<file path="src/rtl/demux_1to2_reg_pkg.sv">
// Shared types for the 1-to-2 registered demux.
// Holds the select encoding and the destination decode helper.
package demux_1to2_reg_pkg;

  localparam logic SEL_B = 1'b0;
  localparam logic SEL_C = 1'b1;

  typedef enum logic [1:0] {
    PORT_NONE = 2'b00,
    PORT_B    = 2'b01,
    PORT_C    = 2'b10
  } port_e;

  // Select is only looked at when the word is valid,
  // so an undriven Select on an idle cycle is harmless.
  function automatic port_e dest(
    input logic vld,
    input logic sel
  );
    port_e p;
    p = PORT_NONE;
    unique case (1'b1)
      !vld:                 p = PORT_NONE;
      vld && sel == SEL_B:  p = PORT_B;
      vld && sel == SEL_C:  p = PORT_C;
      default:              p = PORT_NONE;
    endcase
    return p;
  endfunction

endpackage

</file>
<file path="src/rtl/demux_1to2_reg_if.sv">
// Producer/consumer bundle for demux_1to2_reg.
// master drives the input word, slave is the demux itself.
interface demux_1to2_reg_if #(
  parameter int DATA_WIDTH = 8
);

  logic [DATA_WIDTH-1:0] A;
  logic                  Select;
  logic                  in_valid;
  logic [DATA_WIDTH-1:0] B;
  logic [DATA_WIDTH-1:0] C;
  logic                  B_valid;
  logic                  C_valid;

  modport master (
    output A,
    output Select,
    output in_valid,
    input  B,
    input  C,
    input  B_valid,
    input  C_valid
  );

  modport slave (
    input  A,
    input  Select,
    input  in_valid,
    output B,
    output C,
    output B_valid,
    output C_valid
  );

endinterface

</file>
<file path="src/rtl/demux_1to2_reg_route.sv">
// Combinational routing: next-state for the demux output registers.
// Kept standalone so a purely combinational demux can reuse it.
module demux_1to2_reg_route
  import demux_1to2_reg_pkg::*;
#(
  parameter int DATA_WIDTH = 8
) (
  input  logic [DATA_WIDTH-1:0] a,
  input  logic                  sel,
  input  logic                  vld,
  input  logic [DATA_WIDTH-1:0] b_q,
  input  logic [DATA_WIDTH-1:0] c_q,
  output logic [DATA_WIDTH-1:0] b_d,
  output logic [DATA_WIDTH-1:0] c_d,
  output logic                  b_vld_d,
  output logic                  c_vld_d
);

  port_e port;

  assign port = dest(vld, sel);

  always_comb begin
    b_d     = b_q;
    c_d     = c_q;
    b_vld_d = 1'b0;
    c_vld_d = 1'b0;
    unique case (port)
      PORT_B: begin
        b_d     = a;
        c_d     = '0;
        b_vld_d = 1'b1;
      end
      PORT_C: begin
        b_d     = '0;
        c_d     = a;
        c_vld_d = 1'b1;
      end
      default: begin
      end
    endcase
  end

endmodule

</file>
<file path="src/rtl/demux_1to2_reg.sv">
// 1-to-2 demux with registered outputs and per-port valids.
// Unselected port is zeroed on every accept; idle cycles hold data.
module demux_1to2_reg #(
  parameter int DATA_WIDTH = 8
) (
  input logic             clk,
  input logic             rst,
  demux_1to2_reg_if.slave bus
);

  logic [DATA_WIDTH-1:0] b_q;
  logic [DATA_WIDTH-1:0] c_q;
  logic                  b_vld_q;
  logic                  c_vld_q;

  logic [DATA_WIDTH-1:0] b_d;
  logic [DATA_WIDTH-1:0] c_d;
  logic                  b_vld_d;
  logic                  c_vld_d;

  demux_1to2_reg_route #(
    .DATA_WIDTH (DATA_WIDTH)
  ) u_route (
    .a       (bus.A),
    .sel     (bus.Select),
    .vld     (bus.in_valid),
    .b_q     (b_q),
    .c_q     (c_q),
    .b_d     (b_d),
    .c_d     (c_d),
    .b_vld_d (b_vld_d),
    .c_vld_d (c_vld_d)
  );

  always_ff @(posedge clk or posedge rst) begin
    if (rst) begin
      b_q     <= '0;
      c_q     <= '0;
      b_vld_q <= 1'b0;
      c_vld_q <= 1'b0;
    end else begin
      b_q     <= b_d;
      c_q     <= c_d;
      b_vld_q <= b_vld_d;
      c_vld_q <= c_vld_d;
    end
  end

  assign bus.B       = b_q;
  assign bus.C       = c_q;
  assign bus.B_valid = b_vld_q;
  assign bus.C_valid = c_vld_q;

  a_vld_onehot0 : assert property (
    @(posedge clk) disable iff (rst)
    !(b_vld_q && c_vld_q)
  );

  a_b_zeroes_c : assert property (
    @(posedge clk) disable iff (rst)
    b_vld_q |-> (c_q == '0)
  );

  a_c_zeroes_b : assert property (
    @(posedge clk) disable iff (rst)
    c_vld_q |-> (b_q == '0)
  );

endmodule

</file>
<file path="src/flat_wrapper.sv">
// flat-port wrapper written by rule: the top's interface ports become plain ports
module demux_1to2_reg_flat 
#(
  parameter int DATA_WIDTH = 8
)
  (clk, rst, bus_A, bus_Select, bus_in_valid, bus_B, bus_C, bus_B_valid, bus_C_valid);
  demux_1to2_reg_if #(.DATA_WIDTH(DATA_WIDTH)) bus_i ();
  input logic clk;
  input logic rst;
  input wire logic [$bits(bus_i.A)-1:0] bus_A;
  input wire logic [$bits(bus_i.Select)-1:0] bus_Select;
  input wire logic [$bits(bus_i.in_valid)-1:0] bus_in_valid;
  output wire logic [$bits(bus_i.B)-1:0] bus_B;
  output wire logic [$bits(bus_i.C)-1:0] bus_C;
  output wire logic [$bits(bus_i.B_valid)-1:0] bus_B_valid;
  output wire logic [$bits(bus_i.C_valid)-1:0] bus_C_valid;
  assign bus_i.A = bus_A;
  assign bus_i.Select = bus_Select;
  assign bus_i.in_valid = bus_in_valid;
  assign bus_B = bus_i.B;
  assign bus_C = bus_i.C;
  assign bus_B_valid = bus_i.B_valid;
  assign bus_C_valid = bus_i.C_valid;
  demux_1to2_reg #(.DATA_WIDTH(DATA_WIDTH)) u_core (.clk(clk), .rst(rst), .bus(bus_i));
endmodule
</file>
<file path="config.mk">
export PLATFORM = sky130hd
export DESIGN_NAME = demux_1to2_reg_flat
export DESIGN_NICKNAME = d
export VERILOG_FILES = /design/src/rtl/demux_1to2_reg_pkg.sv /design/src/rtl/demux_1to2_reg_if.sv /design/src/rtl/demux_1to2_reg_route.sv /design/src/rtl/demux_1to2_reg.sv /design/src/flat_wrapper.sv
export SDC_FILE = /design/constraint.sdc
export NUM_CORES = 1
export LEC_CHECK = 0
export CAP_MARGIN = 20
export CORE_MARGIN = 3
export CORE_UTILIZATION = 39
export CTS_CLUSTER_DIAMETER = 60
export DETAILED_ROUTE_END_ITERATION = 10
export GPL_ROUTABILITY_DRIVEN = 0
export GPL_TIMING_DRIVEN = 0
export PLACE_DENSITY = 0.76
export SLEW_MARGIN = 20
export SYNTH_ARGS = -nofsm -noshare
export SYNTH_HDL_FRONTEND = slang
export SYNTH_SLANG_ARGS = --single-unit
</file>
<file path="constraint.sdc">
create_clock -name clk -period 0.85 [get_ports clk]
set_input_delay 0.2125 -clock clk [delete_from_list [all_inputs] [get_ports clk]]
set_output_delay 0.2125 -clock clk [all_outputs]
set_load 0.05 [all_outputs]
</file>
==> impl_metrics.env <==
export IMPL_ys_seq_elements=18
export IMPL_maxSlewViolCount=0
export IMPL_clock_path_buffers=2
export IMPL_worst_slew_pin_slew_ns=0.3754
export IMPL_syn_area_um2=658.1
export IMPL_yosysTopAreaCellShare=0.6844
export IMPL_nNetsFinal=96
export IMPL_wl_per_cell_um=14.96
export IMPL_met1_usage=0.2043
export IMPL_n_fill_cell=110
export IMPL_n_antenna_cell=0
export IMPL_vdd_drop_max_mv=1.125
export IMPL_endpoint_kind="output port"
export IMPL_clk_pin_slew_ns=0.10
export IMPL_die_area_mm2=0.002217
export IMPL_violations="setup timing"
export IMPL_seq_area_frac_synth=0.6844
export IMPL_grt_util_met2=0.2249
export IMPL_synthFlopType="dfrtp_1"
export IMPL_skew_ns=0
export IMPL_critical_path_class="reg2out"
export IMPL_floorplan_initialDensity=0.4269
export IMPL_hold_class="in2async"
export IMPL_dr_pass1_iters=4
export IMPL_synthMuxAreaShare=0
export IMPL_grt_pass1_wl_mm=2.256
export IMPL_synth_cells=44
export IMPL_grt_total_usage=0.1500
export IMPL_startpoint_type="flip-flop"
export IMPL_drt_iter0_markers=5
export IMPL_grt_pass1_vias=499
export IMPL_yosys_top_cells_count="18 x dfrtp_1, 12 x a22o_1, 4 x o2bb2ai_1"
export IMPL_grt_busiest_layer="met2"
export IMPL_dpl_hpwl_mm=1.022
export IMPL_hold_viol=0
export IMPL_ys_types=9
export IMPL_yosysMostFrequentCell="dfrtp_1"
export IMPL_cp_arrival_ns=0.88
export IMPL_clock_sinks=18
export IMPL_yosys_warnings=0
export IMPL_multi_input_area_um2=175.2
export IMPL_slowest_delay_ns=0.43
export IMPL_cts_root_buffer="clkbuf_4"
export IMPL_async_flop_share=1.000
export IMPL_cts_tree="done"
export IMPL_tns_ns=-4.048
export IMPL_rsz0062_at_grt="true"
export IMPL_insertion_delay_ns=0.28
export IMPL_h_tree_depth=1
export IMPL_drt_antenna_violating_nets=0
export IMPL_p_per_area_mw_per_mm2=1877
export IMPL_routed_via_count=509
export IMPL_via_per_inst=5.141
export IMPL_power_leakage_nw=0.5151
export IMPL_r2r_start="u_core.bus.B[2]"
export IMPL_groute_layer_met3_usage=0.03831
export IMPL_fin_ws_ns=-0.2390
export IMPL_antenna_found_initial=0
export IMPL_required_ns=0.64
export IMPL_cts_made_buffers=3
export IMPL_cp_cell_sequence="buf_6"
export IMPL_fin_crit_ns=1.089
export IMPL_area_growth_pct=69.20
export IMPL_synth_edf_count=0
export IMPL_synth_nets=56
export IMPL_synth_adder_area_share=0
export IMPL_synth_top_area_cell="dfrtp_1"
export IMPL_crit_fanout=2
export IMPL_grt_overflow=0
export IMPL_crit_slowest_cell="dfrtp_2"
export IMPL_synth_xor_area_frac=0
export IMPL_synth_compound_area_frac=0.2129
export IMPL_dp_slack_ns=-0.5227
export IMPL_grt_max_degree=19
export IMPL_ff_latch_area_um2=470.5
export IMPL_maxCapViolations=0
export IMPL_portBuffers=29
export IMPL_holdBufCountCts=0
export IMPL_die_w_um=47.08
export IMPL_worst_slew_margin_rel=0.7492
export IMPL_die_y_um=47.08
export IMPL_synth_simple_area_share=0.03422
export IMPL_drive_gt1_frac=0.6265
export IMPL_rows=14
export IMPL_min_period_over_period=1.281
export IMPL_syn_area_per_cell_um2=14.96
export IMPL_synth_top_family_by_area="compound AO/OA/AOI/OAI gates"
export IMPL_critPathTopFamily="flip-flops"
export IMPL_fmax_mhz=918.3
export IMPL_setup_violations_final=20
export IMPL_io_pins=30
export IMPL_drc_errors=0
export IMPL_routed_wl_mm=1.481
export IMPL_synth_area_leaders="dfrtp_1 68%, a22o_1 16%, o2bb2ai_1 5.3%, buf_6 5.1%, nor2b_2 1.3%"
export IMPL_cp_startpoint="u_core.bus.B[5]"
export IMPL_path_buf_inv=1
export IMPL_status="finished, violations left"
export IMPL_fp_coreArea_mm2=0.001541
[cells in the final DEF (no fill, tap or decap), drive strengths merged]
cell type,instances
dlygate4sd2,2
buf,27
clkdlybuf4s50,9
clkinvlp,1
o2bb2ai,4
and2,1
nor2b,1
clkbuf,4
dfrtp,18
nand2,2
a22o,12
inv,2
[report_power, final]
group | internal [mW] | total, mW | switching [mW]
sequential | 0.930 | 0.979 | 0.0496
clock | 0.260 | 0.512 | 0.252
combinational | 0.255 | 0.599 | 0.344
total | 1.45 | 2.09 | 0.645
[final timing paths]
check / endpoint / slack, ns / cells after the start
worst max register to register: u_core.bus.B[2] / -0.05 / 3
worst min-delay path: u_core.bus.C[3] / 0.24 / 2
worst min register to register: u_core.bus.C[2] / 0.53 / 1
min in group clk: u_core.bus.B[2] / 0.36 / 2
worst max-delay path: bus_B[5] / -0.24 / 1
max in group asynchronous: u_core.bus.C[1] / 0.35 / 2
[flip-flops by register name, summed over array words and instances (netlist names)]
name,flops
u_core.bus.C_valid,1
u_core.bus.B_valid,1
u_core.bus.B,8
u_core.bus.C,8
[what timing repair did]
item / in CTS / in global routing
endpoints found under the setup margin: 34 / 37
pin swaps: 0 / 0
gates resized for setup: 128 / 5
setup buffers: 3 / 3
[worst reg2reg max path, stage by stage, from the launching register on]
cell       delay (ns)
dfrtp_2          0.43
buf_4            0.13
buf_4            0.12
o2bb2ai_2        0.11
[through the flow]
stage	hold WS, ns	instance area (um^2)	power (mW)	instances	util
after floorplan	0.1500	678.2	1.307	44	-
after global placement	0.4786	988.4	1.517	89	0.6412
after detailed placement	0.4832	988.4	1.523	89	0.6412
after CTS	0.3226	1067	2.070	96	0.6924
after global routing	0.2824	1114	2.169	99	0.7224
final	0.2446	1114	2.091	99	0.7224
[cells by family (layout without fill, tap and decap cells)]
family	count (synthesis)	count (layout)
flops	18	18
compound gates	16	16
buf+inv	6	45
simple gates	4	4
[metal layers]
metal	vias to the layer above	wire (um)
met3	2	89
met5	-	0
li1	238	-
met2	16	743
met1	253	636
met4	0	12
[layout make-up]
| type | instances | share of cell area |
|---|---|---|
| Inverter | 3 | 0.01348 |
| Buffer | 3 | 0.03034 |
| Sequential cell | 18 | 0.4225 |
| Multi-Input combinational cell | 20 | 0.1573 |
| Clock buffer | 4 | 0.03258 |
| Tap cell | 16 | 0.01798 |
| Timing Repair Buffer | 35 | 0.3258 |
Power figures use the tool's default switching activity.
